[config.mk]
export PLATFORM = sky130hd
export DESIGN_NAME = argmax_sequencer
export DESIGN_NICKNAME = d
export VERILOG_FILES = /design/src/rtl/argmax_sequencer.sv
export SDC_FILE = /design/constraint.sdc
export NUM_CORES = 1
export LEC_CHECK = 0
export BUFFER_PORTS_ARGS = -buffer_cell sky130_fd_sc_hd__buf_2
export CAP_MARGIN = 20
export CORE_MARGIN = 3
export CORE_UTILIZATION = 49
export CTS_BUF_LIST = sky130_fd_sc_hd__clkbuf_16
export DETAILED_ROUTE_END_ITERATION = 7
export PLACE_DENSITY = 0.74
export SETUP_SLACK_MARGIN = 0.05
export SKIP_LAST_GASP = 1
export SLEW_MARGIN = 40
export SYNTH_ARGS = -nofsm -noshare
export SYNTH_HDL_FRONTEND = slang
export SYNTH_SLANG_ARGS = --single-unit
[constraint.sdc]
create_clock -name clk -period 2.55 [get_ports clk]
set_clock_uncertainty 0.05 [all_clocks]
set_input_delay 0.51 -clock clk [delete_from_list [all_inputs] [get_ports clk]]
set_output_delay 0.51 -clock clk [all_outputs]
set_load 0.01 [all_outputs]
[src/rtl/argmax_sequencer.sv]
// argmax_sequencer: streams per-class scores into an argmax_cell and queues the winning indices
//
// Ports:
//   clk, rst_n    clock (posedge) and asynchronous active-low reset
//   flush         synchronous abort of the partial vector; queued and pending results are dropped
//   in_value      score for the current class, qualified by in_valid
//   in_valid      in_value valid
//   in_ready      a score is accepted when in_valid && in_ready
//   cell_index    class index driven to the argmax_cell
//   cell_value    score driven to the argmax_cell
//   cell_enable   argmax_cell input enable
//   cell_result   argmax_cell result; MSB flags a finished vector
//   res_index     winning class index at the result FIFO head
//   res_valid     result FIFO non-empty
//   res_ready     downstream pops the head
//   vec_count     completed vectors, wraps at 2^16
//   busy          partial vector in progress or result still pending
module argmax_sequencer #(
    parameter int DATA_WIDTH    = 32,
    parameter int WEIGHT_AMOUNT = 4,
    parameter int FIFO_DEPTH    = 2
) (
    input  logic                  clk,
    input  logic                  rst_n,
    input  logic                  flush,
    input  logic [DATA_WIDTH-1:0] in_value,
    input  logic                  in_valid,
    output logic                  in_ready,
    output logic [DATA_WIDTH-1:0] cell_index,
    output logic [DATA_WIDTH-1:0] cell_value,
    output logic                  cell_enable,
    input  logic [DATA_WIDTH:0]   cell_result,
    output logic [DATA_WIDTH-1:0] res_index,
    output logic                  res_valid,
    input  logic                  res_ready,
    output logic [15:0]           vec_count,
    output logic                  busy
);
    localparam int AW = $clog2(FIFO_DEPTH);
    localparam int CW = AW + 1;
    localparam logic [DATA_WIDTH-1:0] LAST_IDX = DATA_WIDTH'(WEIGHT_AMOUNT - 1);
    localparam logic [CW:0] DEPTH = (CW + 1)'(FIFO_DEPTH);

    typedef enum logic {IDLE, FILL} state_t;

    state_t                state;
    logic [DATA_WIDTH-1:0] idx;
    logic [CW-1:0]         outstanding;
    logic [CW-1:0]         fifo_count;
    logic [AW-1:0]         wr_ptr;
    logic [AW-1:0]         rd_ptr;
    logic [DATA_WIDTH-1:0] mem [FIFO_DEPTH];
    logic                  beat;
    logic                  first;
    logic                  last;
    logic                  capture;
    logic                  pop;
    logic [CW:0]           credit_used;

    // A new vector may only start if its result is guaranteed a FIFO slot,
    // counting both queued results and vectors still in flight.
    assign credit_used = {1'b0, fifo_count} + {1'b0, outstanding};
    assign in_ready    = rst_n && (state == FILL || credit_used < DEPTH);
    assign beat        = in_valid && in_ready;
    assign first       = beat && idx == '0;
    assign last        = beat && idx == LAST_IDX;
    assign capture     = cell_result[DATA_WIDTH] && outstanding != '0;
    assign res_valid   = fifo_count != '0;
    assign pop         = res_valid && res_ready;
    assign res_index   = mem[rd_ptr];
    assign busy        = state == FILL || outstanding != '0;

    always_ff @(posedge clk or negedge rst_n) begin
        if (!rst_n) begin
            state       <= IDLE;
            idx         <= '0;
            outstanding <= '0;
            fifo_count  <= '0;
            wr_ptr      <= '0;
            rd_ptr      <= '0;
            cell_index  <= '0;
            cell_value  <= '0;
            cell_enable <= 1'b0;
            vec_count   <= '0;
            for (int i = 0; i < FIFO_DEPTH; i++) mem[i] <= '0;
        end else if (flush) begin
            state       <= IDLE;
            idx         <= '0;
            outstanding <= '0;
            fifo_count  <= '0;
            wr_ptr      <= '0;
            rd_ptr      <= '0;
            cell_enable <= 1'b0;
        end else begin
            cell_enable <= beat;
            if (beat) begin
                cell_index <= idx;
                cell_value <= in_value;
                idx        <= last ? '0 : idx + 1'b1;
            end
            state       <= last ? IDLE : first ? FILL : state;
            outstanding <= outstanding + CW'(first) - CW'(capture);
            fifo_count  <= fifo_count + CW'(capture) - CW'(pop);
            if (capture) begin
                mem[wr_ptr] <= cell_result[DATA_WIDTH-1:0];
                wr_ptr      <= wr_ptr + 1'b1;
                vec_count   <= vec_count + 1'b1;
            end
            if (pop) rd_ptr <= rd_ptr + 1'b1;
        end
    end
endmodule
---- After elaboration in Yosys (flattened, before gate mapping) ----
Cells that the tools add are included.
storage, ports and cells
  register bits ........................... 184
  input port bits ......................... 70
  output and inout port bits .............. 116
  logic and storage cells ................. 66
operators by class
  add/subtract/negate cells ............... 9
  magnitude comparators ................... 4
  equal/unequal tests ..................... 1
  mux-type cells .......................... 19
  bitwise logic cells ..................... 3
  reductions and logical operators ........ 18
operators with widths
  kind                   number
  $mux 32                7
  $bwmux 64              1
  $add 32x1->32 const B  1
  $demux 32 s1           1
  $eq 32x2->1 const B    1
  $logic_not 32->1       1
  $add 16x1->16 const B  1
  $reduce_bool 2->1      5
  $mux 1                 8
  $logic_and 1x1->1      7
  $add 2x1->2            2
  $ge 2x2->1 const B     2
  $mux 2                 2
  $not 1->2              2
  $reduce_and 2->1       2
  $sub 2x1->2            2
  $add 2x2->3            1
  $lt 3x2->1 const B     1
  $reduce_bool 3->1      1
  $add 1x1->1 const B    2
  $logic_or 1x1->1       2
  $lt 2x1->1 const B     1
  $not 1->1              1

---- Longest topological paths before layout ----
Gate-level depths: netlist (run 1).
  depth in word-level cells ............... 9
  mapped depth ............................ 9
  gate-level depth less buffers ........... 9

---- Worst setup path before layout (run 1) ----
OpenSTA, ideal clock, no wires.
  path type ............................... reg2reg
  from .................................... register outstanding[1]
  to ...................................... register cell_value[25]
  arrival ................................. 2,077 ps
  setup slack ............................. 298 ps
  cell stages (with the launch flop) ...... 8
  period minus slack after synthesis ...... 2,252 ps
  cells stage by stage .................... dfrtp_1 -> inv_1 -> fa_1 -> a21oi_2 -> nor3_1 -> buf_2 -> buf_4 -> mux2_2
on the way
  word-level cells in the longest chain between the ends .. 6
ends and longest elaborated chain
  element                            line  text
  from (decl)                        48    logic [CW-1:0] outstanding;
  from (signal assigned)             102   outstanding <= outstanding + CW'(first) - CW'(capture);
  $add 2x2->3                        62    assign credit_used = {1'b0, fifo_count} + {1'b0, outstanding};
  $lt 3x2->1                         63    assign in_ready = rst_n && (state == FILL || credit_used < DEPTH);
  $logic_or 1x1->1                   63
  $logic_and 1x1->1                  63
  $logic_and 1x1->1                  64    assign beat = in_valid && in_ready;
  $reduce_and 2->1 (no source line)  n/a
  to (signal assigned)               98    cell_value <= in_value;
  to (decl)                          30    output logic [DATA_WIDTH-1:0] cell_value,
No other way between the ends.
A chain may end at the register's enable or synchronous reset.

---- Worst setup path in the final report (run 1) ----
  from .................................... register outstanding[1]
  to ...................................... output port in_ready
on the way
  word-level cells in the longest chain between the ends .. 4
ends and longest elaborated chain
  element            line  text
  $add 2x2->3        62
  $lt 3x2->1         63
  $logic_or 1x1->1   63
  $logic_and 1x1->1  63
  to (decl)          28    output logic in_ready,
No other way between the ends.

==> results of run 1 <==
==> worst register-to-register path, stage by stage, from the launching register on <==
cell and delay (ns):
dfrtp_1 0.36, inv_1 0.08, fa_1 0.59, a21oi_4 0.09
o21ba_4 0.34, nor4_1 0.48, xnor2_1 0.18, nor2_1 0.06
==> layer usage <==
layer	routed length [um]	up-vias	track usage, %
li1	-	2500	-
met1	7479	2711	25.44
met2	8986	145	33.38
met3	812	12	4.508
met4	120	0	4.525
met5	0	-	0
==> final cells by class <==
cell class,instances,area (um^2)
fillers,1251,6105
flip-flops and latches,184,4604
multi-input cells,381,3334
repair buffers,198,1087
clock buffers,17,425.4
well taps,216,270.3
clock inverters,14,193.9
inverters,10,37.54
==> cell families after synthesis <==
logic type / after synthesis / share of synthesized area (%)
flip-flops: 184 / 56.71
AND/OR/NAND/NOR: 152 / 10.51
buffers and inverters: 39 / 2.620
AO/OA/AOI/OAI: 9 / 0.9864
adder cells (fa/ha/maj): 8 / 1.325
XOR/XNOR: 50 / 5.394
multiplexers: 162 / 22.45
==> flip-flops by register name, summed over array words and instances (netlist names) <==
signal,flops
wr_ptr,1
state,1
fifo_count,2
rd_ptr,1
cell_index,32
mem,64
idx,32
vec_count,16
cell_value,32
cell_enable,1
outstanding,2
==> path summary, 6_finish.rpt <==
kind                       depth (start not counted)             end  slack (ns)
max in group asynchronous                          3         mem[14]        1.57
setup reg to reg                                   7         idx[26]        0.19
hold reg to reg                                    1   vec_count[15]        0.42
hold / removal                                     2   vec_count[12]        0.09
setup / recovery                                   5        in_ready        0.12
min in group clk                                   2  cell_value[13]        0.26
==> synth_stat cells, drive strengths merged (10+ instances only) <==
master,number
buf,23
dfrtp,184
inv,10
mux2,161
nand2,19
nand3,11
nand4,17
nor2,47
nor3,14
nor4,16
xnor2,35
xor2,15
==> power groups by stage <==
stage	registers [mW]	clock network (mW)	logic [mW]
finish	4.20	2.75	2.99
CTS	4.21	2.82	3.02
floorplan	4.29	0	1.79
global route	4.31	2.95	3.24
detailed placement	4.25	0	2.98
global placement	4.17	0	2.91
==> through the flow <==
stage | cell area [um^2] | utilization (%)
6_report | 9953 | 61.98
5_1_grt | 9953 | 61.98
4_1_cts | 9933 | 61.86
3_5_place_dp | 9304 | 57.94
3_3_place_gp | 9276 | 57.77
2_1_floorplan | 8119 | -
==> repair_timing <==
action                                  4_1_cts  5_1_grt
setup buffers                                 0        1
endpoints found under the setup margin        1       13
gates resized for setup                       2        2
==> results.md, run 1 <==
* Residual DRC at 0
* Leak at 4.861 nW
* Hold buffers post-CTS at 0
* Row count at 46
* Synth cell types at 41
* Setup TNS at 0 ns
* Total wire length at 17.40 mm
* Crit path buffers/inverters at 2
* Clock power frac at 27.7%
* Worst Path Required at 1.99 ns
* Synth Register Bits at 184
* First-pass GRT wire length at 28.51 mm
* Syn_area_per_cell at 13.44 um^2
* Worst slack, placed at 0.1116 ns
* Post-synth EDFFs at 0
* Wire per inst at 17.06 um
* Sequential Power Share at 42.2%
* Hold slack final at 0.09027 ns
* Core Box Area at 0.01606 mm^2
* Fmax at 411.5 MHz
* Crit path max fanout at 5
* Maximum VDD drop at 0.5410 mV
* Final Non-Filler Cells at 1020
* Internal cell power at 7.011 mW
* Largest net degree at the start of global routing at 97
* Worst Tran Pin Value at 0.6419 ns
* Worst EP arrival at 1.87 ns
* Starting DRT DRC Count at 271
* Pins Over Slew Limit at 0
* Asr flop ratio synth at 100.0%
* Clock root cell: clkbuf_16
* Clock Tree Buf Depth at 2
* RSZ-0062 raised after global routing: yes
* Vias in the first global route at 5597
* Register area share after synthesis at 56.71%
* RR Startpoint: outstanding[1]
* Clk Latency, worst-skew pair at 0.42 ns
* Layout area overhead at 22.59%
* Die Y-Extent at 134.7 um
* Max incr delay on CP at 0.59 ns
* Final-report hold violation count at 0
* Worst path cell trace: inv_1 -> fa_1 -> a21oi_4 -> nor2b_2 -> buf_2
* Routed vias at 5368
* CP startpoint: outstanding[1]
* Hold crit path type: in -> async
* Final period util at 95.30%
* Syn Std Cell Area at 0.008119 mm^2
* Top cell type's share of synthesized area at 56.71%
* Ys flop type: dfrtp_1
* Most frequent cells in the layout: dfrtp_1 (184), buf_2 (184), mux2_2 (157), nor2_1 (46), xnor2_1 (35)
* Synth area leader: dfrtp_1
* CTS tree: yes
* Startpoint types: flop
* Sw power at 2.923 mW
* Full die area at 0.01815 mm^2
* Port Buffers at 185
* Relative slew slack at 57.20%
* IO Pins at 186
* Final worst setup slack at 0.1198 ns
* CTS clk-pin slew, worst paths at 0.07 ns
* HPWL after DPL at 12.27 mm
* Initial antenna violation count at 0
* Total CTS buffers at 17
* Net Sw Frac at 29.42%
* PD cells at 998.1 mW/mm^2
* Total power draw at 9.935 mW
* GP Congestion at 0.7836
* Via-to-Cell Ratio at 5.263
* Share of layout cells above drive strength 1 at 50.75%
* Combinational power share at 30.0%
* Synth area leaders: dfrtp_1 (57%), mux2_2 (22%), xnor2_1 (3.8%)
* Starting Density at 50.56%
* CTS Sinks at 184
* Max Cap Viol at 0
* DRT Pass-1 Iters at 4
* Outcome: complete, no violations
* CP delay by family, top: adder cells
* Die Wd at 134.7 um
* H-tree levels at 4
* Placed insts at 988
* Kind of critical path: reg -> out
* All-Layer GR Usage at 19.51%
* Ys Warns at 0
* Post-layout min period at 2.430 ns
* Cells after Synth at 604
* # setup viols final at 0
* Slowest CP cell: fa_1
* ANT nets after route at 0
* Final #Nets at 870
* ANT cells at 0
* Syn nets at 682
* Grt ovf at 0
* Critical Path Sink Type: output pin
(Power assumes the default switching activity.)
==> run 2, diff against run 1 <==
--- a/constraint.sdc
+++ b/constraint.sdc
@@ -4,2 +4,2 @@
 set_output_delay 0.51 -clock clk [all_outputs]
-set_load 0.01 [all_outputs]
+set_load 0.05 [all_outputs]
==> run 2 against run 1 <==
First-iteration DRC count grew 9.6%. Register-to-register slack gained 0.06 ns. Global-route usage grew 0.29 points. Maximum frequency shrank 0.75%. Utilization shrank 0.19 points. Power grew 20%. Final cell count is the same. Clock power shrank 5%. Sequential share of layout area grew 0.14 points. Sequential cell count is the same. Worst setup slack lost 0.018 ns. Routed wire length grew 1.9%.
==> results.md, run 2 (synthesis results as in run 1) <==
* Outcome: complete, no violations
* Final worst setup slack at 0.1014 ns
* Worst Tran Pin Value at 0.6527 ns
* DRT Pass-1 Iters at 5
* All-Layer GR Usage at 19.80%
* Placed insts at 988
* Worst Path Required at 1.99 ns
* Die Y-Extent at 134.7 um
* Startpoint types: flop
* Starting Density at 50.56%
* Maximum VDD drop at 0.8506 mV
* Post-layout min period at 2.449 ns
* Clk Latency, worst-skew pair at 0.42 ns
* Register area at 0.004604 mm^2
* Fin util at 61.80%
* Hold slack final at 0.04192 ns
* ANT nets after route at 0
* Residual DRC at 0
* PD cells at 1198 mW/mm^2
* Grt ovf at 0
* Routed vias at 5471
* CTS clk-pin slew, worst paths at 0.06 ns
* Biggest register: mem
* Setup slack, reg-to-reg at 0.25 ns
* Max Cap Viol at 0
* Filler cells at 1244
* Critical Path Sink Type: output pin
* Most common cell after layout, fill and taps aside: dfrtp_1
* Share of layout cells above drive strength 1 at 50.37%
* Die Wd at 134.7 um
* Leak at 4.843 nW
* # setup viols final at 0
* Fmax at 408.4 MHz
* Kind of critical path: reg -> out
* Largest net degree at the start of global routing at 151
* Full die area at 0.01815 mm^2
* H-tree levels at 4
* Clock Tree Buf Depth at 2
* RSZ-0062 raised after global routing: yes
* Worst slack, placed at 0.1322 ns
* Multi-input logic area at 0.003328 mm^2
* Most frequent cells in the layout: dfrtp_1 (184), buf_2 (183), mux2_2 (157), nor2_1 (46), xnor2_1 (35)
* IO Pins at 186
* Via-to-Cell Ratio at 5.364
* Row count at 46
* First-pass GRT wire length at 28.95 mm
* Final #Nets at 871
* Vias in the first global route at 5777
* Pins Over Slew Limit at 0
* Initial antenna violation count at 1
* Final-report hold violation count at 0
* Hold crit path type: in -> async
* Max reg flops at 64
* CTS Sinks at 184
* ANT cells at 0
* HPWL after DPL at 12.31 mm
* Crit path max fanout at 5
* Setup TNS at 0 ns
* Layout area overhead at 22.22%
* Worst EP arrival at 1.89 ns
* Total CTS buffers at 17
* Port Buffers at 185
* GP Congestion at 0.7849
* Final period util at 96.02%
* Relative slew slack at 56.49%
* Final Non-Filler Cells at 1020
* Core Box Area at 0.01606 mm^2
* Clock root cell: clkbuf_16
* Starting DRT DRC Count at 297
* Total wire length at 17.73 mm
* CTS tree: yes
* Wire per inst at 17.38 um
[run 2: cell count changes in the layout (fill, tap and decap cells not counted)]
cell        delta
nor4_1         +1
inv_6          -3
buf_4          +1
clkinv_4       +1
buf_2          -1
bufinv_16      -1
nor4_2         -1
clkinv_1       +2
clkinv_2       -1
buf_6          +1
clkinvlp_4     +1
[run 2: area by class of cell]
cell class | instances | share of cell area [%]
flip-flops and latches | 184 | 46.40
multi-input cells | 381 | 33.54
repair buffers | 199 | 11.10
clock buffers | 17 | 4.287
well taps | 216 | 2.723
clock inverters | 13 | 1.576
inverters | 10 | 0.3783
[run 2: worst max-delay path, stage by stage (launching register included)]
cell and delay (ns):
dfrtp_1 0.35, inv_1 0.08, fa_1 0.59, a21oi_4 0.09
nor2b_2 0.17, buf_6 0.18
[run 2: layer usage]
| layer | vias up | track usage [%] | wire length [um] |
|---|---|---|---|
| met3 | 33 | 4.583 | 1085 |
| met2 | 178 | 32.93 | 8869 |
| li1 | 2493 | - | - |
| met4 | 2 | 6.674 | 345 |
| met5 | - | 0 | 10 |
| met1 | 2765 | 25.75 | 7416 |
[run 2: path summary, 6_finish.rpt]
kind,start,endpoint,cells after the start
min in group clk,in_value[10],cell_value[10],2
hold reg to reg,vec_count[15],vec_count[15],1
hold / removal,rst_n,mem[38],2
max in group asynchronous,rst_n,idx[11],3
setup / recovery,outstanding[1],in_ready,5
setup reg to reg,idx[15],state,5
[run 2: what timing repair did]
| action | CTS | global route |
|---|---|---|
| gates resized for setup | 4 | 1 |
| hold buffers | 0 | 0 |
| pin swaps | 0 | 0 |
| setup endpoints to repair | 1 | 11 |
| buffers inserted | 1 | 0 |
[run 2: power breakdown]
group,switching [mW],leakage (nW),internal [mW]
clock,1.09,0.276,1.53
sequential,0.441,2.40,3.76
combinational,3.45,2.17,1.63
[run 2: stage by stage]
stage                     power (mW)  instance area (um^2)
after CTS                      12.01                  9889
after global placement         9.120                  9284
after detailed placement       9.315                  9284
final                          11.89                  9923
after floorplan                8.126                  8119
after global routing           12.45                  9923
==> run 3, diff against run 2 <==
- ABC_AREA: unset -> 1
- PLACE_DENSITY: 0.74 -> 0.73
==> run 3 against run 2 <==
Die area increased by 8.8%. Critical path depth increased by 1. Clock power decreased by 6%. Combinational power decreased by 4%. Routed wire length increased by 17%. Cell area increased by 6.8%. Global-route usage increased by 1.6 points. Final cell count increased by 49%. Non-clock buffer count increased by 4. Sequential cell count unchanged. Utilization decreased by 1.4 points.
==> results.md, run 3 <==
* Fmax at 411.8 MHz
* Total wire length at 20.69 mm
* Via-to-Cell Ratio at 4.920
* DRT Pass-1 Iters at 5
* Total CTS buffers at 17
* Filler cells at 1603
* Max Cap Viol at 0
* Layout area overhead at 19.49%
* Ys flop type: dfrtp_1
* Starting DRT DRC Count at 553
* Leak at 5.750 nW
* Row count at 48
* Combinational power share at 42.7%
* Pins Over Slew Limit at 0
* Cells after Synth at 1104
* RSZ-0062 raised after global routing: no
* Top cell type's share of synthesized area at 51.91%
* CTS Sinks at 184
* Sequential Power Share at 35.9%
* Syn Std Cell Area at 0.008870 mm^2
* Worst EP arrival at 1.87 ns
* Die Y-Extent at 140.5 um
* Most frequent cells in the layout: nand2_1 (463), dfrtp_1 (184), buf_2 (183), nor2_1 (93), inv_1 (85)
* Hold Path Stages at 3
* Kind of critical path: reg -> out
* Sw power at 5.320 mW
* H-tree levels at 4
* Internal cell power at 6.144 mW
* Setup slack, reg-to-reg at 0.23 ns
* RR Startpoint: outstanding[1]
* Share of layout cells above drive strength 1 at 22.44%
* Worst R2R End: outstanding[1]
* Synth area leader: dfrtp_1
* Port Buffers at 185
* ANT nets after route at 0
* Final-report hold violation count at 0
* Top-count cell post-synth: nand2_1
* Residual DRC at 0
* Maximum VDD drop at 0.7628 mV
* Syn nets at 1182
* PD cells at 1082 mW/mm^2
* Starting Density at 50.58%
* R2R depth at 11
* Worst Path Required at 1.99 ns
* Final #Nets at 1362
* Worst slack, placed at 0.1659 ns
* CTS clk-pin slew, worst paths at 0.07 ns
* Wire per inst at 13.59 um
* Most common cell after layout, fill and taps aside: nand2_1
* Syn_area_per_cell at 8.034 um^2
* Clock Tree Buf Depth at 2
* Outcome: complete, no violations
* Register area share after synthesis at 51.91%
* Synth area leaders: dfrtp_1 (52%), nand2_1 (20%), nor2_1 (3.9%)
* Worst Tran Pin Value at 0.5752 ns
* Largest net degree at the start of global routing at 104
* Asr flop ratio synth at 100.0%
* Clock root cell: clkbuf_16
* Hold crit path type: in -> reg
* # setup viols final at 0
* Top cells by count, synth: nand2_1 (463), dfrtp_1 (184), nor2_1 (93)
* Vias in the first global route at 7081
* HPWL after DPL at 14.70 mm
* Biggest register: mem
* All-Layer GR Usage at 21.38%
* Max reg flops at 64
* IO Pins at 186
* Worst Hold Path EP: cell_value[3]
* Synth Register Bits at 184
* Core Box Area at 0.01754 mm^2
* Final worst setup slack at 0.1215 ns
* CTS tree: yes
* Critical Path Sink Type: output pin
* First-pass GRT wire length at 34.63 mm
* Clock power frac at 21.4%
* Final period util at 95.24%
* Clk Latency, worst-skew pair at 0.43 ns
* Hold_sp: in_value[3]
* Net Sw Frac at 46.40%
* Synth cell types at 40
* Routed vias at 7493
* Die Wd at 140.5 um
* Relative slew slack at 61.65%
* Post-layout min period at 2.428 ns
* Post-synth EDFFs at 0
* Setup TNS at 0 ns
* Crit path max fanout at 2
* Ys Warns at 0
* Initial antenna violation count at 0
* Grt ovf at 0
* Full die area at 0.01975 mm^2
* GP Congestion at 0.9122
* Startpoint types: flop
run 3: cell types whose count changed in the layout (fill, tap and decap cells not counted), moves of 7 or more:
cell     change
nand4_1     +10
nor2_1      +47
nand2_1    +444
nor4_1      -14
xnor2_1     -30
o21ai_0     +58
o21ai_2     +22
o21ai_1     +10
nand3_1     +22
and3_1       -7
inv_1       +75
mux2_2     -157
run 3: logic make-up (layout without fill, tap and decap cells):
logic type	after synthesis	count (layout)	share of synthesized area (%)
AOI/OAI and AO/OA	102	102	6.983
xor gates and xnor gates	22	22	2.172
adders and majority gates	8	8	1.213
buffers and inverters	133	326	6.799
DFF	184	184	51.91
other	0	1	0
and+or+nand+nor	655	655	30.92
run 3: what timing repair did:
action / in CTS / in global routing
hold endpoints to repair: 2 / 0
endpoints found under the setup margin: 1 / 10
setup buffers: 1 / 1
hold buffers: 1 / 0
gates resized for setup: 1 / 1
run 3: worst max path at each step:
| stage | from | depth (start not counted) | endpoint |
|---|---|---|---|
| finish | outstanding[1] | 6 | in_ready |
| global placement | outstanding[1] | 11 | outstanding[1] |
| CTS | outstanding[0] | 6 | in_ready |
| global route | outstanding[1] | 6 | in_ready |
| floorplan | outstanding[1] | 5 | in_ready |
| detailed placement | outstanding[1] | 11 | outstanding[1] |
run 3: worst max-delay path, stage by stage, from the launching register on:
cell,delay [ns]
dfrtp_1,0.37
inv_1,0.08
fa_1,0.54
nand2_1,0.05
nand2_1,0.07
and2_1,0.13
buf_4,0.20
run 3: through the flow:
stage	instances	hold WS [ns]	cell area [um^2]	power (mW)	util (%)
6_report	1523	0.2285	10600	11.46	60.44
5_1_grt	1522	0.2136	10600	12.13	60.42
4_1_cts	1521	0.2060	10590	11.57	60.36
3_5_place_dp	1487	0.2549	10010	9.054	57.11
3_3_place_gp	1486	0.2532	9987	8.955	56.95
2_1_floorplan	1104	0.1644	8870	7.879	-
run 3: per-layer routing:
layer | wire length [um] | GRT usage (%) | up-vias | share of wire [%]
met3 | 1262 | 4.404 | 35 | 6.1
met5 | 0 | 0 | - | 0
met2 | 9830 | 34.63 | 206 | 48
li1 | - | - | 3802 | -
met4 | 468 | 7.292 | 0 | 2.3
met1 | 9133 | 28.84 | 3450 | 44
run 3: power by group through the flow:
| stage | registers [mW] | clock network (mW) | logic [mW] |
|---|---|---|---|
| floorplan | 5.22 | 0 | 2.66 |
| global placement | 4.14 | 0 | 4.82 |
| detailed placement | 4.16 | 0 | 4.89 |
| CTS | 4.11 | 2.53 | 4.93 |
| global route | 4.22 | 2.65 | 5.27 |
| finish | 4.11 | 2.46 | 4.89 |
run 3: area by class of cell:
type | instances | area (um^2) | share of cell area [%]
Clock buffer | 17 | 425.4 | 4.014
Antenna cell | 1 | 2.502 | 0.02361
Timing Repair Buffer | 203 | 1142 | 10.78
Clock inverter | 15 | 125.1 | 1.180
Multi-Input combinational cell | 787 | 3667 | 34.60
Tap cell | 225 | 281.5 | 2.656
Sequential cell | 184 | 4604 | 43.44
Inverter | 91 | 350.3 | 3.305
